$ cat src/rtl/key_loader.sv
`default_nettype none
// ============================================================================
//  Module      : key_loader
//  Description : Byte-serial AES key collector. Assembles up to 32 key bytes
//                into a left-justified key and flags it ready once complete.
//                Optional macro KEY_LOADER_KEYLEN_EN adds 128/192/256-bit
//                key length selection through the key_len port.
//  Revision    : 1.0 - initial release
// ============================================================================
module key_loader #(
    parameter int KEY_BYTES = 32,
    parameter int CNT_W     = 6
) (
    input  logic                   clk,
    input  logic                   rst,
    input  logic [7:0]             din,
    input  logic                   valid,
`ifdef KEY_LOADER_KEYLEN_EN
    input  logic [1:0]             key_len,
`endif
    output logic [8*KEY_BYTES-1:0] key_out,
    output logic                   ready
);

    localparam int               c_key_w   = 8 * KEY_BYTES;
    localparam logic [CNT_W-1:0] c_last    = CNT_W'(KEY_BYTES - 1);

    localparam logic [1:0]       c_st_idle = 2'd0;
    localparam logic [1:0]       c_st_load = 2'd1;
    localparam logic [1:0]       c_st_done = 2'd2;

    logic [1:0]         r_state;
    logic [1:0]         w_state_nxt;
    logic [CNT_W-1:0]   r_cnt;
    logic [c_key_w-1:0] r_sr;
    logic [c_key_w-1:0] r_key;
    logic [c_key_w-1:0] w_full;
    logic [c_key_w-1:0] w_key_nxt;
    logic               w_is_last;

    assign w_full = {r_sr[c_key_w-9:0], din};

`ifdef KEY_LOADER_KEYLEN_EN
    logic [1:0] r_len;
    logic [1:0] w_len;

    // The length is captured with the first byte; later changes to key_len
    // must not affect a key already in flight.
    assign w_len = (r_cnt == '0) ? key_len : r_len;

    always_ff @(posedge clk) begin
        if (rst) begin
            r_len <= 2'b10;
        end else if (valid && (r_cnt == '0)) begin
            r_len <= key_len;
        end
    end

    // Shorter keys sit in the low bytes of the shift register; shifting left
    // drops stale bytes from earlier keys and leaves zeros in the low bits.
    always_comb begin
        w_is_last = 1'b0;
        w_key_nxt = w_full;
        case (w_len)
            2'b00: begin
                w_is_last = (r_cnt == CNT_W'(15));
                w_key_nxt = w_full << 128;
            end
            2'b01: begin
                w_is_last = (r_cnt == CNT_W'(23));
                w_key_nxt = w_full << 64;
            end
            default: begin
                w_is_last = (r_cnt == c_last);
                w_key_nxt = w_full;
            end
        endcase
    end
`else
    assign w_is_last = (r_cnt == c_last);
    assign w_key_nxt = w_full;
`endif

    always_ff @(posedge clk) begin
        if (rst) begin
            r_sr  <= '0;
            r_cnt <= '0;
            r_key <= '0;
        end else if (valid) begin
            r_sr <= w_full;
            if (w_is_last) begin
                r_cnt <= '0;
                r_key <= w_key_nxt;
            end else begin
                r_cnt <= r_cnt + 1'b1;
            end
        end
    end

    always_ff @(posedge clk) begin
        if (rst) begin
            r_state <= c_st_idle;
        end else begin
            r_state <= w_state_nxt;
        end
    end

    // Every state reacts identically to a valid byte; only the last byte of
    // a key decides between LOADING and DONE.
    always_comb begin
        w_state_nxt = r_state;
        case (r_state)
            c_st_idle,
            c_st_load,
            c_st_done: begin
                if (valid) begin
                    w_state_nxt = w_is_last ? c_st_done : c_st_load;
                end
            end
            default: w_state_nxt = c_st_idle;
        endcase
    end

    assign key_out = r_key;
    assign ready   = (r_state == c_st_done);

endmodule
`default_nettype wire

$ cat config.mk
export PLATFORM = sky130hd
export DESIGN_NAME = key_loader
export DESIGN_NICKNAME = d
export VERILOG_FILES = /design/src/rtl/key_loader.sv
export SDC_FILE = /design/constraint.sdc
export NUM_CORES = 1
export LEC_CHECK = 0
export CAP_MARGIN = 20
export CORE_MARGIN = 1
export CORE_UTILIZATION = 25
export CTS_CLUSTER_SIZE = 10
export DETAILED_ROUTE_END_ITERATION = 8
export DONT_BUFFER_PORTS = 1
export PLACE_DENSITY = 0.39
export SETUP_SLACK_MARGIN = 0.15
export SLEW_MARGIN = 20
export SYNTH_ARGS = -nofsm -noshare
export SYNTH_HDL_FRONTEND = slang
export SYNTH_SLANG_ARGS = --single-unit
export TNS_END_PERCENT = 20
$ cat constraint.sdc
create_clock -name clk -period 3.8 [get_ports clk]
set_clock_uncertainty 0.2 [all_clocks]
set_input_delay 0.95 -clock clk [delete_from_list [all_inputs] [get_ports clk]]
set_output_delay 0.95 -clock clk [all_outputs]
set_load 0.05 [all_outputs]
* After elaboration in Yosys (flattened, before gate mapping) *
Cells that the tools add are included.

storage, ports and cells
  bits in registers = 512
  bits of input ports = 11
  output and inout bits = 257
  logic and storage cells = 15

cells by class
  add/sub/neg operators = 1
  equality and inequality tests = 3
  multiplexer cells = 2
  bitwise logic cells = 1
  reduce and logical (&&, ||, !) cells = 4

operators with widths
  operator                                                                number
  6-bit by 1-bit adder with 6-bit output (second input constant)          1
  6-bit by 5-bit equality test with 1-bit output (second input constant)  1
  6-bit two-way mux                                                       1
  3-bit OR reduction                                                      1
  2-bit by 1-bit equality test with 1-bit output (second input constant)  1
  2-bit equality test (second input constant)                             1
  2-bit logical NOT                                                       1
  2-bit two-way mux                                                       1
  2-bit AND reduction                                                     1
  2-bit OR reduction                                                      1
  1-bit NOT                                                               1

* Longest topological paths before layout *
Gate-level depths: netlist of the first run.

  word-level depth = 4
  depth in mapped cells = 7

* Worst setup path before layout of the first run *
Ideal clock, no wire load.

  kind = input -> register
  start = input port rst
  end = register r_sr[100]
  setup time = 0.128 ns
  arrival time = 1.876 ns
  slack = 1.596 ns
  cell stages on the path = 5
  buffers on the path = 4
  cell sequence = buf_2 buf_2 clkbuf_1 clkbuf_1 nor2_1

RTL lines
  element                 RTL line  RTL
  start: declaration      15        input logic rst,
  end signal: assignment  90        r_sr <= w_full;
  end: declaration        35        logic [c_key_w-1:0] r_sr;

No word-level cell between the ends.

==> out/summary.md, run 1 <==
## Status
* **result of the run** complete, but fails checks
* **violated checks** DRC, slew limit

## Drt
* **router iterations before antenna repair** 6
* **post-route DRC violation count** 32
* **final antenna-violating net count** 0
* **routed len/inst** 16.8 µm
* **overall via count from detail_route** 12200
* **overall routed net length** 49.9 mm
* **vias per cell** 4.10
* **starting DRC count in detailed routing** 663

## Setup path
* **combined buffer and inverter count along the critical path** 0
* **cell family with most CP delay** simple AND/OR/NAND/NOR gates
* **crit path cell chain** nand2b_1 > mux2i_1
* **critical path endpoint category** register
* **start point of the critical path** rst
* **CP Launch Type** input pin
* **Critical Path Stages** 2
* **worst setup path class** in2reg
* **worst reg2reg path depth** 6
* **library cell contributing the largest single delay on the critical path** sky130_fd_sc_hd__nand2b_1
* **Crit Path Max Fanout** 768
* **signal arrival time at the worst endpoint** 3.34 ns
* **Required @ worst endpoint** 4.14 ns
* **Register-to-Register Setup Slack** 1.51 ns
* **Critical R2R Launch** r_cnt[0]
* **worst setup path endpoint** key_out[163]
* **capturing point of the worst reg2reg path** key_out[101]
* **Max stage delay on crit path** 0.93 ns

## Finish
* **Post-layout nets** 1888
* **Syn-to-layout area delta** 12.0%
* **fraction of layout instances using a drive strength above 1** 0.0452
* **count of antenna diodes in the layout** 0

## Synth
* **number of warnings printed during yosys synthesis** 0
* **count of flip-flops with a built-in enable after synthesis** 0
* **mean cell area of the mapped netlist** 10.5 µm²
* **combinational family with the most area after synthesis** multiplexers
* **Gate Count Post-Synth** 1943
* **simple-gate area share of the yosys netlist** 0.206
* **syn nets** 1955
* **Synth Area in Compound Gates** 0.00166
* **number of distinct library cells after synthesis** 23
* **Yosys top cell by area** sky130_fd_sc_hd__dfxtp_1
* **portion of netlist area occupied by mux cells** 0.248
* **most frequent cells after synthesis** 512 x sky130_fd_sc_hd__dfxtp_1, 512 x sky130_fd_sc_hd__nand2b_1, 505 x sky130_fd_sc_hd__mux2i_1
* **XOR/XNOR share of the synthesized area** 0.00172
* **Post-synth top flop** sky130_fd_sc_hd__dfxtp_1
* **post-synthesis sequential area ratio** 0.502
* **top-area cell type share of the netlist area** 0.502
* **cell area after synthesis** 20400 µm²
* **main area contributors after synthesis** sky130_fd_sc_hd__dfxtp_1 50%, sky130_fd_sc_hd__mux2i_1 25%, sky130_fd_sc_hd__nand2b_1 16%, sky130_fd_sc_hd__nor2_1 4.6%, sky130_fd_sc_hd__clkbuf_1 1.3%
* **post-synthesis register bit count** 512
* **fraction of synthesis flops using an asynchronous set or reset pin** 0
* **post-synthesis adder-cell area fraction** 0.000613

## Floorplan
* **number of cell rows** 104
* **area of the die** 82700 µm²
* **Die Y-Extent** 288 µm
* **Initial Utilization** 0.253
* **area of the core** 80700 µm²
* **Ports** 268
* **die span in x** 288 µm

## Global route
* **via count of the first global-routing pass** 12100
* **maximum number of pins on one net before global-route repair** 769
* **initial antenna violation count** 0
* **all-layer global routing usage** 0.118
* **sum of overflow across all layers after global routing** 0
* **first-pass GRT wire length** 76.6 mm

## Clocking
* **maximum root-to-sink buffer count** 3
* **CTS tree** built
* **number of gates resized after CTS** 0
* **H-Tree Depth** 2
* **clock transition at the register clock pins on the worst setup and hold paths after CTS** 0.06 ns
* **CTS Root Buffer Type** sky130_fd_sc_hd__clkbuf_16
* **insertion delay of the later-clocked pin in the worst-skew pair** 0.62 ns
* **buffers inserted by post-CTS timing repair** 0
* **number of buffers created by CTS** 61
* **CTS sink cnt** 512
* **number of hold-repair buffers added at the cts stage** 0

## Timing
* **clock period minus worst slack** 3.01 ns
* **Worst Hold Slack** 0.269 ns
* **Setup-failing EPs final** 0
* **number of hold violations in the final report** 0
* **normalized max-slew margin** -0.827
* **maximum achievable frequency** 332 MHz
* **slew at the pin with the worst max-slew slack** 2.74 ns
* **fin crit share** 0.792
* **setup_tns** 0 ns
* **Final Slew Violations** 498
* **Final Worst Setup Slack** 0.792 ns
* **RSZ-0062 raised after global routing** false

## Min path
* **min-delay src** r_sr[244]
* **path category of the worst min-delay check** reg2reg

## Pwr
* **static leakage** 7.95 nW
* **total power per unit cell area** 477 nW/µm²
* **Total Power** 10.9 mW
* **Worst VDD drop** 316 µV

## Placement
* **IO Port Bufs** 0
* **last weighted congestion value of the routability-driven placer** 0.716
* **setup slack after placement** 1.03 ns
* **sum of net half-perimeters after detailed placement** 30.6 mm

## Flow run
* **Max-cap violations** 0

## state kept, by name (all words and copies together) (netlist names)
register	count
r_cnt	6
key_out	256
r_sr	248
r_state	2
## per-layer routing
metal	up-vias	track usage	wire, µm
met5	-	0	0
met4	0	0.0320	1010
met3	63	0.0479	4170
met2	206	0.186	22200
met1	5707	0.149	22500
li1	6186	-	-
## power by group
part | leakage (nW) | internal, mW | switching [mW]
Combinational | 2.97 | 0.152 | 0.0105
Sequential | 4.12 | 5.38 | 0.0125
Clock | 0.859 | 3.11 | 2.24
Total | 7.95 | 8.64 | 2.26
## layout by cell type, fill, tap and decap left out, drive strengths merged
cell type / n
or3: 1
dfxtp: 512
nand2: 2
xnor2: 1
xor2: 3
inv: 1
clkinv: 5
a2111oi: 1
ha: 1
nor3b: 1
nand2b: 512
nand4: 2
nor2: 252
a211oi: 1
o21ai: 1
nor2b: 2
mux2i: 505
o21a: 1
clkbuf: 82
nor3: 2
a21oi: 1
buf: 12
bufinv: 2
## worst min path at each step
stage	cells after the start	to	slack, ns
4_1_cts	1	r_sr[41]	0.20
6_report	2	key_out[252]	0.27
2_1_floorplan	2	key_out[255]	0.25
3_3_place_gp	2	key_out[248]	0.26
3_5_place_dp	2	key_out[252]	0.27
5_1_grt	1	r_sr[40]	0.19
## kinds of logic after synthesis
| kind of cell | Yosys count |
|---|---|
| muxes | 505 |
| and+or+nand+nor | 774 |
| DFF | 512 |
| buffers and inverters | 142 |
| adders and majority gates | 1 |
| xor gates and xnor gates | 4 |
| AOI/OAI and AO/OA | 5 |
## cell type report
| cell class | count | area [µm²] |
|---|---|---|
| repair buffers | 12 | 165 |
| multi-input cells | 1289 | 9350 |
| flip-flops and latches | 512 | 10200 |
| well taps | 1060 | 1330 |
| fillers | 8498 | 57800 |
| clock inverters | 8 | 124 |
| clock buffers | 82 | 1650 |
## metrics by stage
stage	util	cell area [µm²]	instances
after global placement	0.261	21100	2873
after floorplan	-	20400	1943
after global routing	0.283	22900	2963
final	0.283	22900	2963
after CTS	0.283	22900	2963
after detailed placement	0.261	21100	2873
Note: power is estimated with default switching activity, not from simulation.
==> inputs of run 2 (changes only) <==
--- a/config.mk
+++ b/config.mk
@@ -11,7 +11,7 @@
 export CTS_CLUSTER_SIZE = 10
 export DETAILED_ROUTE_END_ITERATION = 8
 export DONT_BUFFER_PORTS = 1
-export PLACE_DENSITY = 0.39
+export PLACE_DENSITY = 0.41
 export SETUP_SLACK_MARGIN = 0.15
 export SLEW_MARGIN = 20
 export SYNTH_ARGS = -nofsm -noshare
==> constraint.sdc (replaced) <==
create_clock -name clk -period 2.56 [get_ports clk]
set_clock_uncertainty 0.2 [all_clocks]
set_input_delay 0.64 -clock clk [delete_from_list [all_inputs] [get_ports clk]]
set_output_delay 0.64 -clock clk [all_outputs]
set_load 0.05 [all_outputs]
==> run 2 against run 1 <==
Net effect:
- the run still ends with DRC, slew limit left
- routed wire length up 5.6%
- power up 57%
- combinational power up 110%
- count of clock-buffer cells in the layout up 3
- clock power up 64%
- non-clock buffer count up 35
- critical path type unchanged
- largest power group is now the clock network
==> out/summary.md, run 2 (synthesis gave the netlist of run 1 again) <==
## Global route
* **initial antenna violation count** 0, unchanged
* **via count of the first global-routing pass** 12500, +3.1%
* **maximum number of pins on one net before global-route repair** 607, -21%
* **first-pass GRT wire length** 80.3 mm, +4.9%
* **sum of overflow across all layers after global routing** 0, unchanged
* **all-layer global routing usage** 0.126, +0.00758

## Setup path
* **library cell contributing the largest single delay on the critical path** sky130_fd_sc_hd__nor3b_2
* **Max stage delay on crit path** 0.42 ns, -0.51 ns
* **crit path cell chain** nand4_1 > nor3b_2 > buf_4 > buf_12 > mux2i_1
* **critical path endpoint category** register
* **signal arrival time at the worst endpoint** 2.65 ns, -0.69 ns
* **combined buffer and inverter count along the critical path** 2, +2
* **worst setup path class** in2reg
* **cell family with most CP delay** simple AND/OR/NAND/NOR gates
* **CP Launch Type** input pin
* **Crit Path Max Fanout** 251, -67%
* **Required @ worst endpoint** 2.87 ns, -1.27 ns

## Finish
* **max reg flops** 256, unchanged
* **commonest cells after routing, fill and taps aside** 512 x sky130_fd_sc_hd__nand2b_1, 512 x sky130_fd_sc_hd__dfxtp_1, 505 x sky130_fd_sc_hd__mux2i_1
* **fraction of layout instances using a drive strength above 1** 0.0555, +0.0103
* **final cell count without fillers** 3007, +1.5%
* **Post-layout nets** 1928, +2.1%
* **number of filler instances in the final layout** 8438, -0.71%
* **Syn-to-layout area delta** 15.3%

## Drt
* **overall via count from detail_route** 12500, +2.9%
* **router iterations before antenna repair** 6, unchanged
* **overall routed net length** 52.7 mm, +5.6%
* **post-route DRC violation count** 36, +13%
* **final antenna-violating net count** 0, unchanged
* **vias per cell** 4.16, +1.3%
* **routed len/inst** 17.5 µm, +4.0%
* **starting DRC count in detailed routing** 689, +3.9%

## Placement
* **sum of net half-perimeters after detailed placement** 30.6 mm, about the same
* **placed insts** 2876, +0.10%
* **IO Port Bufs** 0, unchanged
* **last weighted congestion value of the routability-driven placer** 0.700, -2.1%

## Timing
* **normalized max-slew margin** -0.352, +0.475
* **setup_tns** 0 ns, unchanged
* **RSZ-0062 raised after global routing** false
* **Final Slew Violations** 290, -42%
* **Worst Hold Slack** 0.0517 ns, -0.217 ns
* **number of hold violations in the final report** 0, unchanged
* **slew at the pin with the worst max-slew slack** 2.03 ns, -0.713 ns
* **Setup-failing EPs final** 0, unchanged
* **clock period minus worst slack** 2.33 ns
* **fin crit share** 0.912
* **maximum achievable frequency** 428 MHz

## Clocking
* **number of buffers created by CTS** 66, +8.2%
* **CTS tree** built
* **insertion delay of the later-clocked pin in the worst-skew pair** 0.60 ns, -0.02 ns
* **H-Tree Depth** 3, +1
* **buffers inserted by post-CTS timing repair** 0, unchanged
* **clock transition at the register clock pins on the worst setup and hold paths after CTS** 0.05 ns, about the same
* **maximum root-to-sink buffer count** 3, unchanged
* **number of gates resized after CTS** 0, unchanged
* **CTS Root Buffer Type** sky130_fd_sc_hd__clkbuf_16
* **CTS sink cnt** 512, unchanged

## Floorplan
* **Ports** 268, unchanged
* **number of cell rows** 104, unchanged
* **Die Y-Extent** 288 µm, unchanged
* **die span in x** 288 µm, unchanged
* **area of the die** 82700 µm², unchanged
* **area of the core** 80700 µm², unchanged
* **Initial Utilization** 0.253, unchanged

## Status
* **result of the run** complete, but fails checks
* **violated checks** DRC, slew limit

## Pwr
* **Total Power** 17.1 mW, +57%
* **static leakage** 8.29 nW, +4.3%
* **total power per unit cell area** 727 nW/µm², +52%
* **Worst VDD drop** 350 µV, +11%

## Flow run
* **Max-cap violations** 0, unchanged

## Min path
* **path category of the worst min-delay check** in2reg

-- run 2: cell count changes in the layout (fill, tap and decap cells not counted), moves of 3 or more --
cell,delta
sky130_fd_sc_hd__dlygate4sd3_1,+28
sky130_fd_sc_hd__clkinvlp_4,+3
sky130_fd_sc_hd__clkbuf_1,-7
sky130_fd_sc_hd__clkbuf_16,+6
sky130_fd_sc_hd__buf_12,+6
sky130_fd_sc_hd__clkbuf_8,+4
-- run 2: final cells by class --
| cell class | count | area, µm² | area share |
|---|---|---|---|
| Antenna cell | 1 | 2.50 | 0.000106 |
| Clock buffer | 85 | 1820 | 0.0775 |
| Clock inverter | 13 | 189 | 0.00803 |
| Multi-Input combinational cell | 1289 | 9350 | 0.397 |
| Sequential cell | 512 | 10200 | 0.436 |
| Tap cell | 1060 | 1330 | 0.0564 |
| Timing Repair Buffer | 47 | 593 | 0.0252 |
-- run 2: metrics by stage --
| step | worst slack, ns | instance area [µm²] | utilization |
|---|---|---|---|
| 6_report | 0.225 | 23500 | 0.292 |
| 5_1_grt | 0.174 | 23500 | 0.292 |
| 4_1_cts | 0.266 | 23500 | 0.292 |
| 3_5_place_dp | 0.143 | 21100 | 0.262 |
| 3_3_place_gp | 0.191 | 21100 | 0.262 |
| 2_1_floorplan | 0.666 | 20400 | - |
-- run 2: timing repair --
item	4_1_cts	5_1_grt
endpoints found under the setup margin	0	0
hold buffers	32	0
hold endpoints to repair	122	0
-- run 2: worst reg2reg max path: cells and delay by family, from the launching register on --
family | cells | cell delay (ns)
and+or+nand+nor | 2 | 0.58
DFF | 1 | 0.37
muxes | 1 | 0.30
buffers and inverters | 2 | 0.54
adders and majority gates | 1 | 0.18
-- run 2: routing by layer --
| layer | part of all wire | up-vias | global-route usage |
|---|---|---|---|
| li1 | - | 6304 | - |
| met1 | 0.46 | 5915 | 0.163 |
| met2 | 0.45 | 210 | 0.198 |
| met4 | 0.022 | 0 | 0.0415 |
| met5 | 0 | - | 0 |
| met3 | 0.067 | 80 | 0.0394 |
-- run 2: worst paths after layout --
kind,cells past startpoint,slack (ns),endpoint,from
max reg2reg,6,0.32,key_out[147],r_cnt[0]
max,5,0.23,key_out[147],valid
min reg2reg,2,0.28,key_out[249],r_sr[241]
min,2,0.05,key_out[5],rst
-- run 2: power by group --
group / total (mW) / switching [mW] / leakage, nW / internal (mW)
Sequential: 8.01 / 0.0184 / 4.12 / 7.99
Combinational: 0.339 / 0.0876 / 3.20 / 0.252
Clock: 8.76 / 3.63 / 0.973 / 5.14
